**src/rtl/pipeline_issue_ctrl.sv**
```systemverilog
// Issue/sequencing controller for the 3-stage I/A/W pipeline: scoreboarded
// RAW/WAW stalls, multi-cycle A-stage hold, A->W advance and W retire.
module pipeline_issue_ctrl #(
  parameter int NREGS     = 32,
  parameter int RIDX_W    = 5,
  parameter int MULTI_LAT = 4
) (
  input  logic              clk,
  input  logic              reset,
  input  logic              in_valid,
  output logic              in_ready,
  input  logic [RIDX_W-1:0] in_rs1,
  input  logic [RIDX_W-1:0] in_rs2,
  input  logic [RIDX_W-1:0] in_rd,
  input  logic              in_we,
  input  logic              in_multi,
  input  logic              flush,
  output logic              a_load,
  output logic              a_adv,
  output logic              w_retire,
  output logic [RIDX_W-1:0] w_rd,
  output logic              busy
);

  localparam int CNT_W = (MULTI_LAT > 2) ? $clog2(MULTI_LAT) : 1;

  typedef enum logic [1:0] {
    IDLE  = 2'd0,
    EXEC  = 2'd1,
    MWAIT = 2'd2
  } a_state_t;

  a_state_t          a_state, a_state_n;
  logic [CNT_W-1:0]  cnt, cnt_n;
  logic [RIDX_W-1:0] a_rd;
  logic              a_we;
  logic              w_valid;
  logic [RIDX_W-1:0] w_rd_q;
  logic              w_we;
  logic [NREGS-1:0]  pending, pending_n;
  logic              hazard;
  logic              accept;

  // Hazard looks only at the registered scoreboard; r0 is never a dependency.
  always_comb begin
    hazard = ((in_rs1 != '0) && pending[in_rs1]) ||
             ((in_rs2 != '0) && pending[in_rs2]) ||
             (in_we && (in_rd != '0) && pending[in_rd]);
  end

  // A flush suppresses the advance of the op it kills.
  assign a_adv    = !flush && ((a_state == EXEC) ||
                               ((a_state == MWAIT) && (cnt == CNT_W'(1))));
  assign in_ready = !reset && !flush && !hazard && ((a_state == IDLE) || a_adv);
  assign accept   = in_valid && in_ready;
  assign a_load   = accept;
  assign w_retire = w_valid;
  assign w_rd     = w_rd_q;
  assign busy     = (a_state != IDLE) || w_valid || (|pending);

  // NOTE: every comb output gets a default first so no path leaves it unassigned (no latch).
  always_comb begin
    a_state_n = a_state;
    cnt_n     = cnt;
    if (flush) begin
      a_state_n = IDLE;
      cnt_n     = '0;
    end else if (accept) begin
      a_state_n = in_multi ? MWAIT : EXEC;
      cnt_n     = in_multi ? CNT_W'(MULTI_LAT - 1) : '0;
    end else if (a_adv) begin
      a_state_n = IDLE;
      cnt_n     = '0;
    end else if (a_state == MWAIT) begin
      cnt_n = cnt - CNT_W'(1);
    end
  end

  // Retire and flush clears precede the accept set; same-index overlap is
  // ruled out by the WAW stall.
  always_comb begin
    pending_n = pending;
    if (w_valid && w_we) pending_n[w_rd_q] = 1'b0;
    if (flush && (a_state != IDLE) && a_we) pending_n[a_rd] = 1'b0;
    if (accept && in_we) pending_n[in_rd] = 1'b1;
    pending_n[0] = 1'b0;
  end

  // NOTE: state registers use non-blocking assignment so all flops update together.
  always_ff @(posedge clk or posedge reset) begin
    if (reset) begin
      a_state <= IDLE;
      cnt     <= '0;
      a_rd    <= '0;
      a_we    <= 1'b0;
      w_valid <= 1'b0;
      w_rd_q  <= '0;
      w_we    <= 1'b0;
      pending <= '0;
    end else begin
      a_state <= a_state_n;
      cnt     <= cnt_n;
      pending <= pending_n;
      if (accept) begin
        a_rd <= in_rd;
        a_we <= in_we;
      end
      w_valid <= a_adv;
      if (a_adv) begin
        w_rd_q <= a_rd;
        w_we   <= a_we;
      end
    end
  end

endmodule

```
**config.mk**
```make
export PLATFORM = sky130hd
export DESIGN_NAME = pipeline_issue_ctrl
export DESIGN_NICKNAME = d
export VERILOG_FILES = /design/src/rtl/pipeline_issue_ctrl.sv
export SDC_FILE = /design/constraint.sdc
export NUM_CORES = 1
export LEC_CHECK = 0
export ABC_AREA = 1
export CORE_MARGIN = 2
export CORE_UTILIZATION = 59
export CTS_CLUSTER_DIAMETER = 40
export DETAILED_ROUTE_END_ITERATION = 8
export PLACE_DENSITY_LB_ADDON = 0.05
export SLEW_MARGIN = 20
export SYNTH_ARGS = -nofsm -noshare
export SYNTH_HDL_FRONTEND = slang
export SYNTH_SLANG_ARGS = --single-unit
```
**constraint.sdc**
```tcl
create_clock -name clk -period 3.3 [get_ports clk]
set_clock_uncertainty 0.15 [all_clocks]
set_input_delay 0.66 -clock clk [delete_from_list [all_inputs] [get_ports clk]]
set_output_delay 0.66 -clock clk [all_outputs]
set_load 0.005 [all_outputs]
```
==> results.md <==
- Max Clk Rate: 313 MHz
- Global-route wire length before repair: approximately 21000 um
- Starting density of the core: between 60% and 70%
- Mapped Avg Cell Area: 6.59 um2
- Data arrival time of the critical path: 2.38 ns
- Post-synth design cell area: 3670 um2
- Worst setup path class: in -> out
- Number of antenna repair diodes: 0
- Worst Max-Slew Pin Slew: 0.795 ns
- Kind of end point of the critical path: primary output
- Clock buffers created by TritonCTS: 5
- Overall Global Routing Usage: 37.0%
- Sequential element share of the synthesized area: ~33%
- Setup-violating endpoint count in the final report: 0
- Startpoint type of the worst setup path: input port
- Required time of the critical path: 2.49 ns
- Highest ir drop seen on vdd: roughly 0.51 mV
- Post-Route Hold Slack: 0.361 ns
- Net Switching: 711 uW
- Leak: 2.24 nW
- Async set or reset register ratio after synthesis: 100%
- Outcome: complete, no violations
- Fraction of final layout cells with drive strength greater than 1: around 18%
- Clock root buffer master: sky130_fd_sc_hd__clkbuf_8
- Number of buffers inserted for hold repair after clock tree synthesis: 0
- Startpoint of the most critical register-to-register path: pending[21]
- Synthesis warning total: 0
- Area grow syn2layout: 23.0%
- Max-slew violation total from the final report: 0
- I/O Pins: 31
- Number of enable-type register cells in the synthesized netlist: 0
- Routed len/inst: 17.7 um
- Initial DRT Pass Iterations: 5
- Area of the die: 6870 um2
- Max-slew headroom at the worst pin: 46.8%
- Largest fanout of any net on the critical path: 4
- H-tree level count: 2
- Core Rows: 28
- Startpoint of the lowest-slack hold path: w_we
- Worst Setup SP: in_rd[2]
- Power density over the cells: 401 nW/um2
- Synth unique cells: 29
- Worst hold-check path type: reg -> reg
- Number of storage elements in the synthesis netlist: 48
- TritonCTS clock tree: done
- Clock buffer depth: 2
- Internal: 1.10 mW
- Final Total Pwr: 1.81 mW
- Antenna-violating nets left: 0
- Register share of total power: between 40% and 50%
- Part of the total power dissipated in combinational logic: 35.3%
- Worst hold path depth: 2
- Dpl ws: -0.277 ns
- RSZ-0062 raised after global routing: no
- Number of global-route vias before repair: 4038
- Worst skew pair latency: 0.31 ns
- Most used flip-flop cell after synthesis: sky130_fd_sc_hd__dfrtp_1
- Proportion of power drawn by the clock network: 21.5%
- Fillers: 475
- Die width: between 80 and 90 um
- Die Y-Extent: 82.9 um
- Core ar.: ~6000 um2
- Max-capacitance violation count: 0
- Via count: 4316
- CTS clk-pin slew, worst paths: about 0.10 ns
- DR DRC count: 0
- Port buffer count: 30
- Detail Placement HPWL: around 9000 um
- Net switching share of the total power: 39.2%
- Number of nets at the end of the flow: 653
- Via/cell ratio: 6.10
- Post-route setup slack: around 0.11 ns
- Pin count of the biggest net entering global routing: 49
- Cell count of the worst reg-to-reg path: 16
- Initial antenna violation count: 0
- Post-detailed-routing wire length: 12500 um
- Shortest period the worst path allows: 3.19 ns
- Mapped Cells: 557
- Total gr overflow: 0
- Final worst-path cycle share: between 90 and 100%
- Clock sinks: 48
- Placer Congestion: 0.992
- Number of hold violations in the final report: 0
- Total nets after synthesis: 579
- Violation count after the first detailed-routing iteration: 431
-- logic make-up (layout without fill, tap and decap cells) --
| family | Yosys count | count (layout) | synth area share [%] |
|---|---|---|---|
| and+or+nand+nor | 331 | 331 | 38.1 |
| buffers and inverters | 94 | 169 | 11.2 |
| AOI/OAI and AO/OA | 83 | 83 | 17.6 |
| DFF | 48 | 48 | 32.7 |
| adders and majority gates | 1 | 1 | 0.341 |
-- cell usage after synthesis (3+ instances only) --
| master | instances | area share, % |
|---|---|---|
| sky130_fd_sc_hd__nand2_1 | 217 | 22 |
| sky130_fd_sc_hd__inv_1 | 75 | 7.7 |
| sky130_fd_sc_hd__nand3_1 | 55 | 7.5 |
| sky130_fd_sc_hd__dfrtp_1 | 48 | 33 |
| sky130_fd_sc_hd__o221ai_1 | 31 | 7.4 |
| sky130_fd_sc_hd__o21ai_2 | 29 | 6.9 |
| sky130_fd_sc_hd__nor3_1 | 26 | 3.5 |
| sky130_fd_sc_hd__o21ai_0 | 17 | 2.3 |
| sky130_fd_sc_hd__nor2_1 | 16 | 1.6 |
| sky130_fd_sc_hd__nand4_1 | 8 | 1.4 |
| sky130_fd_sc_hd__buf_6 | 5 | 1.5 |
| sky130_fd_sc_hd__buf_4 | 4 | 0.82 |
| sky130_fd_sc_hd__inv_2 | 4 | 0.41 |
| sky130_fd_sc_hd__a21oi_1 | 3 | 0.41 |
| sky130_fd_sc_hd__buf_2 | 3 | 0.41 |
| sky130_fd_sc_hd__nor4_1 | 3 | 0.51 |
-- sequential cells by signal, indices dropped and copies added (netlist names) --
register,cells
w_retire,1
pending,31
w_we,1
a_rd,5
a_state,2
a_we,1
cnt,2
w_rd,5
-- worst max-delay path: stages --
cell and delay, ns:
sky130_fd_sc_hd__dlygate4sd2_1 0.30, sky130_fd_sc_hd__buf_4 0.16, sky130_fd_sc_hd__nor3_1 0.34, sky130_fd_sc_hd__nand2_1 0.09
sky130_fd_sc_hd__nand2_1 0.08, sky130_fd_sc_hd__nor2_1 0.05, sky130_fd_sc_hd__nand2_1 0.11, sky130_fd_sc_hd__a21oi_2 0.08
sky130_fd_sc_hd__buf_4 0.14, sky130_fd_sc_hd__nand3_2 0.06, sky130_fd_sc_hd__inv_2 0.04, sky130_fd_sc_hd__dlygate4sd2_1 0.25
-- cell usage in the layout (no fill, tap or decap), types with 2 or more instances in the layout --
master	instances
sky130_fd_sc_hd__nor4_1	3
sky130_fd_sc_hd__nand3_1	55
sky130_fd_sc_hd__o21ai_2	29
sky130_fd_sc_hd__clkinv_2	2
sky130_fd_sc_hd__nor3_1	22
sky130_fd_sc_hd__nor3_2	4
sky130_fd_sc_hd__buf_12	3
sky130_fd_sc_hd__clkdlybuf4s50_1	16
sky130_fd_sc_hd__buf_4	46
sky130_fd_sc_hd__dfrtp_1	48
sky130_fd_sc_hd__inv_2	8
sky130_fd_sc_hd__nor2_1	14
sky130_fd_sc_hd__inv_1	69
sky130_fd_sc_hd__nand4_1	8
sky130_fd_sc_hd__nor2_2	2
sky130_fd_sc_hd__o221ai_1	31
sky130_fd_sc_hd__inv_4	2
sky130_fd_sc_hd__clkbuf_8	6
sky130_fd_sc_hd__o21ai_0	17
sky130_fd_sc_hd__nand2_1	217
sky130_fd_sc_hd__dlygate4sd2_1	12
sky130_fd_sc_hd__a21oi_1	3
-- what timing repair did --
item | CTS | global route
endpoints found under the setup margin | 2 | 1
gates cloned | 1 | 0
endpoints found under the hold margin | 0 | 0
pin swaps | 3 | 2
resized for setup | 29 | 2
setup buffers | 5 | 3
-- area by class of cell --
type,instances,area (um2),share of cell area [%]
Clock inverter,2,13.8,0.305
Multi-Input combinational cell,415,2090,46.2
Timing Repair Buffer,81,732,16.2
Clock buffer,6,82.6,1.83
Tap cell,75,93.8,2.08
Sequential cell,48,1200,26.6
Inverter,80,307,6.79
-- layer usage --
layer / GRT usage (%) / wire length [um] / vias to the layer above
met4: 19.5 / 690 / 0
met5: 0 / 0 / -
met2: 57.6 / 5590 / 317
li1: - / - / 1982
met3: 5.77 / 1330 / 67
met1: 49.8 / 4880 / 1950
-- final timing paths --
kind,endpoint,slack [ns]
max reg2reg,pending[27],1.00
min,w_we,0.36
min in group asynchronous,pending[21],0.73
max,a_load,0.11
max in group asynchronous,pending[28],1.85
min reg2reg,w_we,0.36
-- power groups by stage --
stage,Sequential (mW),Clock [mW],Combinational (mW)
floorplan,0.762,0,0.362
global placement,0.784,0,0.587
detailed placement,0.789,0,0.606
CTS,0.777,0.390,0.619
global route,0.792,0.412,0.701
finish,0.783,0.390,0.640
-- metrics by stage --
stage / std cells / setup TNS, ns / instance area (um2) / utilization (%)
after floorplan: 557 / 0 / 3670 / -
after global placement: 690 / -0.424 / 4310 / 72.4
after detailed placement: 690 / -0.518 / 4310 / 72.4
after CTS: 704 / 0 / 4490 / 75.4
after global routing: 707 / 0 / 4520 / 75.8
final: 707 / 0 / 4520 / 75.8
Power figures use the tool's default switching activity.
